## config.mk

```make
export PLATFORM = sky130hd
export DESIGN_NAME = hdmi_video_timing_flat
export DESIGN_NICKNAME = d
export VERILOG_FILES = /design/src/rtl/hdmi_video_if.sv /design/src/rtl/hdmi_video_timing.sv /design/src/flat_wrapper.sv
export SDC_FILE = /design/constraint.sdc
export NUM_CORES = 1
export LEC_CHECK = 0
export ABC_AREA = 1
export BUFFER_PORTS_ARGS = -buffer_cell sky130_fd_sc_hd__clkbuf_2
export CORE_MARGIN = 2
export CORE_UTILIZATION = 50
export CTS_CLUSTER_SIZE = 16
export DETAILED_ROUTE_END_ITERATION = 10
export PLACE_DENSITY = 0.75
export SLEW_MARGIN = 25
export SYNTH_ARGS = -nofsm -noshare
export SYNTH_HDL_FRONTEND = slang
export SYNTH_SLANG_ARGS = --single-unit
```

## constraint.sdc

```tcl
create_clock -name clk -period 2.3 [get_ports clk]
set_input_delay 0 -clock clk [delete_from_list [all_inputs] [get_ports clk]]
set_output_delay 0 -clock clk [all_outputs]
set_load 0.02 [all_outputs]
```

## src/rtl/hdmi_video_if.sv

```systemverilog
// Parallel video bus between the timing generator, the pixel source
// and the ADV7513 transmitter.
interface hdmi_video_if;
  logic        pix_req;
  logic [11:0] pix_x;
  logic [10:0] pix_y;
  logic        frame_start;
  logic [23:0] rgb_in;
  logic        hsync;
  logic        vsync;
  logic        de;
  logic [23:0] rgb_out;

  modport master (
    output pix_req, pix_x, pix_y, frame_start,
    output hsync, vsync, de, rgb_out,
    input  rgb_in
  );

  modport slave (
    input  pix_req, pix_x, pix_y, frame_start,
    input  hsync, vsync, de, rgb_out,
    output rgb_in
  );
endinterface

```

## src/rtl/hdmi_video_timing.sv

```systemverilog
// ADV7513 video timing generator with coordinate-based pixel requests.
// Optional colour bars: define HDMI_TEST_PATTERN_EN.
module hdmi_video_timing #(
  parameter int H_ACTIVE = 1280,
  parameter int H_FP     = 110,
  parameter int H_SYNC   = 40,
  parameter int H_BP     = 220,
  parameter int V_ACTIVE = 720,
  parameter int V_FP     = 5,
  parameter int V_SYNC   = 5,
  parameter int V_BP     = 20,
  parameter int HS_POL   = 1,
  parameter int VS_POL   = 1
) (
  input  logic clk,
  input  logic reset,
  input  logic en,
  input  logic pattern_sel,
  output logic active,
  hdmi_video_if.master vid
);
  localparam int H_TOT = H_ACTIVE + H_FP + H_SYNC + H_BP;
  localparam int V_TOT = V_ACTIVE + V_FP + V_SYNC + V_BP;

  localparam logic [11:0] H_A    = 12'(H_ACTIVE);
  localparam logic [11:0] H_LAST = 12'(H_TOT - 1);
  localparam logic [11:0] HS_B   = 12'(H_ACTIVE + H_FP);
  localparam logic [11:0] HS_E   = 12'(H_ACTIVE + H_FP + H_SYNC);
  localparam logic [10:0] V_A    = 11'(V_ACTIVE);
  localparam logic [10:0] V_LAST = 11'(V_TOT - 1);
  localparam logic [10:0] VS_B   = 11'(V_ACTIVE + V_FP);
  localparam logic [10:0] VS_E   = 11'(V_ACTIVE + V_FP + V_SYNC);
  localparam logic HS_P = (HS_POL != 0);
  localparam logic VS_P = (VS_POL != 0);

  localparam logic [0:0] IDLE = 1'b0;
  localparam logic [0:0] RUN  = 1'b1;

  logic [0:0]  state;
  logic [11:0] h;
  logic [10:0] v;

  always_ff @(posedge clk) begin
    if (reset) begin
      state <= IDLE;
      h     <= '0;
      v     <= '0;
    end else begin
      unique case (state)
        IDLE: begin
          if (en) begin
            state <= RUN;
            h     <= '0;
            v     <= '0;
          end
        end
        RUN: begin
          if (h == H_LAST) begin
            h <= '0;
            if (v == V_LAST) begin
              v <= '0;
              if (!en) state <= IDLE;
            end else begin
              v <= v + 11'd1;
            end
          end else begin
            h <= h + 12'd1;
          end
        end
        default: state <= IDLE;
      endcase
    end
  end

  assign active = (state == RUN);

  logic in_act;
  logic hs_c;
  logic vs_c;
  assign in_act = active && (h < H_A) && (v < V_A);
  assign hs_c   = active && (h >= HS_B) && (h < HS_E);
  assign vs_c   = active && (v >= VS_B) && (v < VS_E);

  // Sync flags ride one stage behind the request, next to de
  logic hs_n;
  logic vs_n;

  always_ff @(posedge clk) begin
    if (reset) begin
      vid.pix_req     <= 1'b0;
      vid.pix_x       <= '0;
      vid.pix_y       <= '0;
      vid.frame_start <= 1'b0;
      hs_n            <= 1'b0;
      vs_n            <= 1'b0;
    end else begin
      vid.pix_req     <= in_act;
      vid.pix_x       <= in_act ? h : '0;
      vid.pix_y       <= in_act ? v : '0;
      vid.frame_start <= active && (h == '0) && (v == '0);
      hs_n            <= hs_c;
      vs_n            <= vs_c;
    end
  end

  logic [23:0] rgb_sel;

`ifdef HDMI_TEST_PATTERN_EN
  localparam int BW = (H_ACTIVE / 8 > 0) ? H_ACTIVE / 8 : 1;
  logic [2:0]  bar;
  logic [23:0] bar_rgb;

  always_comb begin
    bar = '0;
    for (int k = 1; k < 8; k++)
      if (vid.pix_x >= 12'(k * BW)) bar = 3'(k);
  end

  always_comb begin
    bar_rgb = 24'h000000;
    unique case (bar)
      3'd0: bar_rgb = 24'hFFFFFF;
      3'd1: bar_rgb = 24'hFFFF00;
      3'd2: bar_rgb = 24'h00FFFF;
      3'd3: bar_rgb = 24'h00FF00;
      3'd4: bar_rgb = 24'hFF00FF;
      3'd5: bar_rgb = 24'hFF0000;
      3'd6: bar_rgb = 24'h0000FF;
      3'd7: bar_rgb = 24'h000000;
      default: bar_rgb = 24'h000000;
    endcase
  end

  assign rgb_sel = pattern_sel ? bar_rgb : vid.rgb_in;
`else
  logic unused_pattern_sel;
  assign unused_pattern_sel = pattern_sel;
  assign rgb_sel = vid.rgb_in;
`endif

  always_ff @(posedge clk) begin
    if (reset) begin
      vid.de      <= 1'b0;
      vid.rgb_out <= '0;
      vid.hsync   <= ~HS_P;
      vid.vsync   <= ~VS_P;
    end else begin
      vid.de      <= vid.pix_req;
      vid.rgb_out <= vid.pix_req ? rgb_sel : '0;
      vid.hsync   <= hs_n ~^ HS_P;
      vid.vsync   <= vs_n ~^ VS_P;
    end
  end
endmodule
```

## src/flat_wrapper.sv

```systemverilog
// flat-port wrapper written by rule: the top's interface ports become plain ports
module hdmi_video_timing_flat 
#(
  parameter int H_ACTIVE = 1280,
  parameter int H_FP     = 110,
  parameter int H_SYNC   = 40,
  parameter int H_BP     = 220,
  parameter int V_ACTIVE = 720,
  parameter int V_FP     = 5,
  parameter int V_SYNC   = 5,
  parameter int V_BP     = 20,
  parameter int HS_POL   = 1,
  parameter int VS_POL   = 1
)
  (clk, reset, en, pattern_sel, active, vid_pix_req, vid_pix_x, vid_pix_y, vid_frame_start, vid_hsync, vid_vsync, vid_de, vid_rgb_out, vid_rgb_in);
  hdmi_video_if vid_i ();
  input  logic clk;
  input  logic reset;
  input  logic en;
  input  logic pattern_sel;
  output logic active;
  output wire logic [$bits(vid_i.pix_req)-1:0] vid_pix_req;
  output wire logic [$bits(vid_i.pix_x)-1:0] vid_pix_x;
  output wire logic [$bits(vid_i.pix_y)-1:0] vid_pix_y;
  output wire logic [$bits(vid_i.frame_start)-1:0] vid_frame_start;
  output wire logic [$bits(vid_i.hsync)-1:0] vid_hsync;
  output wire logic [$bits(vid_i.vsync)-1:0] vid_vsync;
  output wire logic [$bits(vid_i.de)-1:0] vid_de;
  output wire logic [$bits(vid_i.rgb_out)-1:0] vid_rgb_out;
  input wire logic [$bits(vid_i.rgb_in)-1:0] vid_rgb_in;
  assign vid_pix_req = vid_i.pix_req;
  assign vid_pix_x = vid_i.pix_x;
  assign vid_pix_y = vid_i.pix_y;
  assign vid_frame_start = vid_i.frame_start;
  assign vid_hsync = vid_i.hsync;
  assign vid_vsync = vid_i.vsync;
  assign vid_de = vid_i.de;
  assign vid_rgb_out = vid_i.rgb_out;
  assign vid_i.rgb_in = vid_rgb_in;
  hdmi_video_timing #(.H_ACTIVE(H_ACTIVE), .H_FP(H_FP), .H_SYNC(H_SYNC), .H_BP(H_BP), .V_ACTIVE(V_ACTIVE), .V_FP(V_FP), .V_SYNC(V_SYNC), .V_BP(V_BP), .HS_POL(HS_POL), .VS_POL(VS_POL)) u_core (.clk(clk), .reset(reset), .en(en), .pattern_sel(pattern_sel), .active(active), .vid(vid_i));
endmodule
```

==> impl_metrics.csv <==
group,metric,value,unit
clocking,cts_tree,"yes",
logic_synthesis,yosys_warnings,0,
logic_synthesis,seq_area_frac_synth,51.8,%
timing,slew_headroom,48.3,%
timing,finalSetupViolCount,0,
setup_path,reg2reg_to,"u_core.v[0]",
timing,slew_viol_final,0,
setup_path,cp-endpoint,"u_core.v[0]",
timing,timing.final.crit_period,1640,ps
logic_synthesis,syn_area,3020,um^2
floorplan,io-pin-count,81,
clocking,clock_latency,350,ps
finish,final_layout_size_suffix_gt1_share,21.5,%
timing,hold_viol_final,0,
route,antenna_left,0,
route,drcViolationCount,0,
placement,place.gp.congestion,0.876,
route,wl_per_cell,12.8,um
setup_path,path_class,"reg2reg",
run_status,status,"complete, no violations",
floorplan,fp.dieArea,6670,um^2
setup_path,cp-startpoint,"u_core.h[1]",
logic_synthesis,synthArstFlopShare,0,%
setup_path,cp-start-kind,"register",
setup_path,rr_startpoint,"u_core.h[1]",
flow_run,maxCapViolCount,0,
clocking,clk_pin_slew,80,ps
placement,dp_slack,686,ps
timing,max_freq,0.611,GHz
timing,tightest_slew,774,ps
power,power_density,698,nW/um^2
clocking,cts_resized,0,
setup_path,reg2regPathDepth,9,
setup_path,slowest_delay,350,ps
finish,postLayoutCoreUtil,67.0,%
logic_synthesis,synth_flop_cell,"dfxtp_1",
timing,setup_ws,663,ps
setup_path,worstPathArrival,1890,ps
setup_path,cp.depth,9,
setup_path,crit_fanout,12,
global_route,grt_max_degree,26,
logic_synthesis,syn_avg_cell_area,7.65,um^2
setup_path,cp.required,2550,ps
logic_synthesis,yosysUniqueCellTypes,30,
power,total_leakage_power,1.83,nW
route,vias,2809,
worst_hold_path,hp-class,"in2reg",
setup_path,end_kind,"register",
route,viasPerCell,4.83,
floorplan,row_count,28,
clocking,cts.path.max_buffers,2,
timing,post-route-period-util,71.2,%
floorplan,start_util,51.2,%
floorplan,die_x,81.7,um
timing,rsz0062_at_grt,"no",
finish,area_growth,30.9,%
clocking,clock-root-buffer,"clkbuf_8",
route,drt_pass1_iterations,4,
placement,port_buffers,79,
floorplan,die_height,81.7,um
setup_path,worstPathBufferInverterCount,1,
global_route,grtUsageTotal,22.5,%
timing,tns,0,ps
timing,fin_skew,6.73,ps
setup_path,cp_cell_sequence,"inv_1 -> ha_1 -> nand3_1 -> nor2_1 -> nand2_1 -> nand2_2 -> nand2_2 -> o21ai_0 -> nor2_1",
route,drtIter0Drc,195,
global_route,overflow,0,
clocking,cts_max_level,3,
global_route,antenna_found_initial,0,
logic_synthesis,synth_edf_count,0,
setup_path,cpMaxStageDelayCell,"dfxtp_1",
floorplan,core-area,5890,um^2
finish,diodes,0,
logic_synthesis,yosys_register_bits,78,
setup_path,regToRegSetupSlack,660,ps
power,vdd_drop_max,496,uV
global_route,grt_first_pass_wirelength,11400,um
logic_synthesis,syn_inst,394,
placement,hpwl,4690,um
global_route,grt_pass1_vias,2482,
clocking,clock_sinks,78,
route,wirelength,7430,um
clocking,cts_buffers,9,
finish,final_nets,535,
setup_path,path_delay_family,"simple AND/OR/NAND/NOR gates",
==> per-layer routing <==
metal	up-vias	GRT usage [%]	wire length, um
li1	1430	-	-
met1	1230	29.3	3370
met2	135	35.2	3140
met3	14	4.73	742
met4	0	11.8	178
met5	-	0	0
==> cell usage after synthesis (2+ instances only) <==
cell,instances,area (um^2)
inv_1,62,233
nor2_1,76,285
nand4_1,7,43.8
nand2_1,67,251
ha_1,6,75.1
o21ai_1,2,10.0
a21oi_1,23,115
nor4_1,3,18.8
nand2_2,3,18.8
nand3_1,22,110
nor3_1,2,10.0
clkbuf_1,2,7.51
nor2_4,2,22.5
buf_2,7,35.0
o21ai_0,18,90.1
dfxtp_1,78,1560
==> state kept, by name (all words and copies together), names as in the netlist <==
signal	flops
u_core.vs_n	1
u_core.active	1
u_core.vid.vsync	1
u_core.v	11
u_core.vid.de	1
u_core.h	12
u_core.vid.pix_x	12
u_core.vid.pix_y	11
u_core.vid.hsync	1
u_core.vid.pix_req	1
u_core.hs_n	1
u_core.vid.frame_start	1
u_core.vid.rgb_out	24
==> timing repair <==
action | in CTS | in global routing
endpoints found under the hold margin | 25 | 0
hold buffers | 25 | 0
buffers inserted | 0 | 0
==> where the power goes <==
part           leakage (nW)  internal, W  switching [W]
clock network         0.110     0.000648       0.000528
registers             0.632      0.00137      0.0000134
logic                  1.09    0.0000798       0.000114
total                  1.83      0.00210       0.000655
==> worst min-delay path by stage <==
| stage | start | end | cells after the start | slack (ps) |
|---|---|---|---|---|
| 2_1_floorplan | vid_rgb_in[0] | u_core.vid.rgb_out[0] | 2 | 110 |
| 3_3_place_gp | vid_rgb_in[14] | u_core.vid.rgb_out[14] | 3 | 200 |
| 3_5_place_dp | vid_rgb_in[23] | u_core.vid.rgb_out[23] | 3 | 200 |
| 4_1_cts | reset | u_core.h[8] | 3 | 70 |
| 5_1_grt | reset | u_core.v[1] | 3 | 100 |
| 6_report | reset | u_core.v[1] | 3 | 80 |
==> metrics by stage <==
stage | area, um^2 | hold WS, ps | std cells | power [W]
floorplan | 3020 | 112 | 395 | 0.00151
global placement | 3470 | 202 | 540 | 0.00157
detailed placement | 3470 | 203 | 540 | 0.00157
CTS | 3950 | 69.1 | 581 | 0.00275
finish | 3950 | 76.3 | 581 | 0.00275
global route | 3950 | 102 | 581 | 0.00284
==> worst reg2reg max path, cell delays in order (launching register included) <==
cell	delay, ps
dfxtp_1	350
inv_1	110
ha_1	170
nand3_1	80
nor2_1	210
nand2_1	100
nand2_2	90
nand2_2	170
o21ai_0	200
nor2_1	50
==> cells in the final DEF, fill, tap and decap left out, types with 2 or more instances in the layout <==
| cell type | netlist | routed |
|---|---|---|
| conb_1 | 1 | 2 |
| nand3_1 | 22 | 22 |
| o21ai_1 | 2 | 2 |
| clkinvlp_4 | 0 | 2 |
| clkbuf_8 | 0 | 10 |
| bufinv_16 | 0 | 2 |
| inv_6 | 0 | 2 |
| nand2_1 | 67 | 67 |
| nor2_1 | 76 | 76 |
| inv_1 | 62 | 62 |
| o21ai_0 | 18 | 18 |
| dfxtp_1 | 78 | 78 |
| buf_4 | 1 | 3 |
| nor2_4 | 2 | 2 |
| dlygate4sd3_1 | 0 | 25 |
| nor3_1 | 2 | 2 |
| nor4_1 | 3 | 3 |
| nand2_2 | 3 | 3 |
| a21oi_1 | 23 | 23 |
| clkbuf_2 | 0 | 79 |
| ha_1 | 6 | 6 |
| nand4_1 | 7 | 7 |
==> cells by family after synthesis <==
group | synth area share (%)
xor gates and xnor gates | 0.291
adders and majority gates | 2.49
buffers and inverters | 10.0
and+or+nand+nor | 27.6
AOI/OAI and AO/OA | 7.72
DFF | 51.8
other | 0.124
==> area by class of cell <==
cell class	count	area, um^2
Tap cell	75	93.8
Fill cell	491	1940
Multi-Input combinational cell	242	1160
Clock buffer	10	138
Inverter	63	236
Clock inverter	6	92.6
Sequential cell	78	1560
Timing Repair Buffer	107	668
Power figures use the tool's default switching activity.
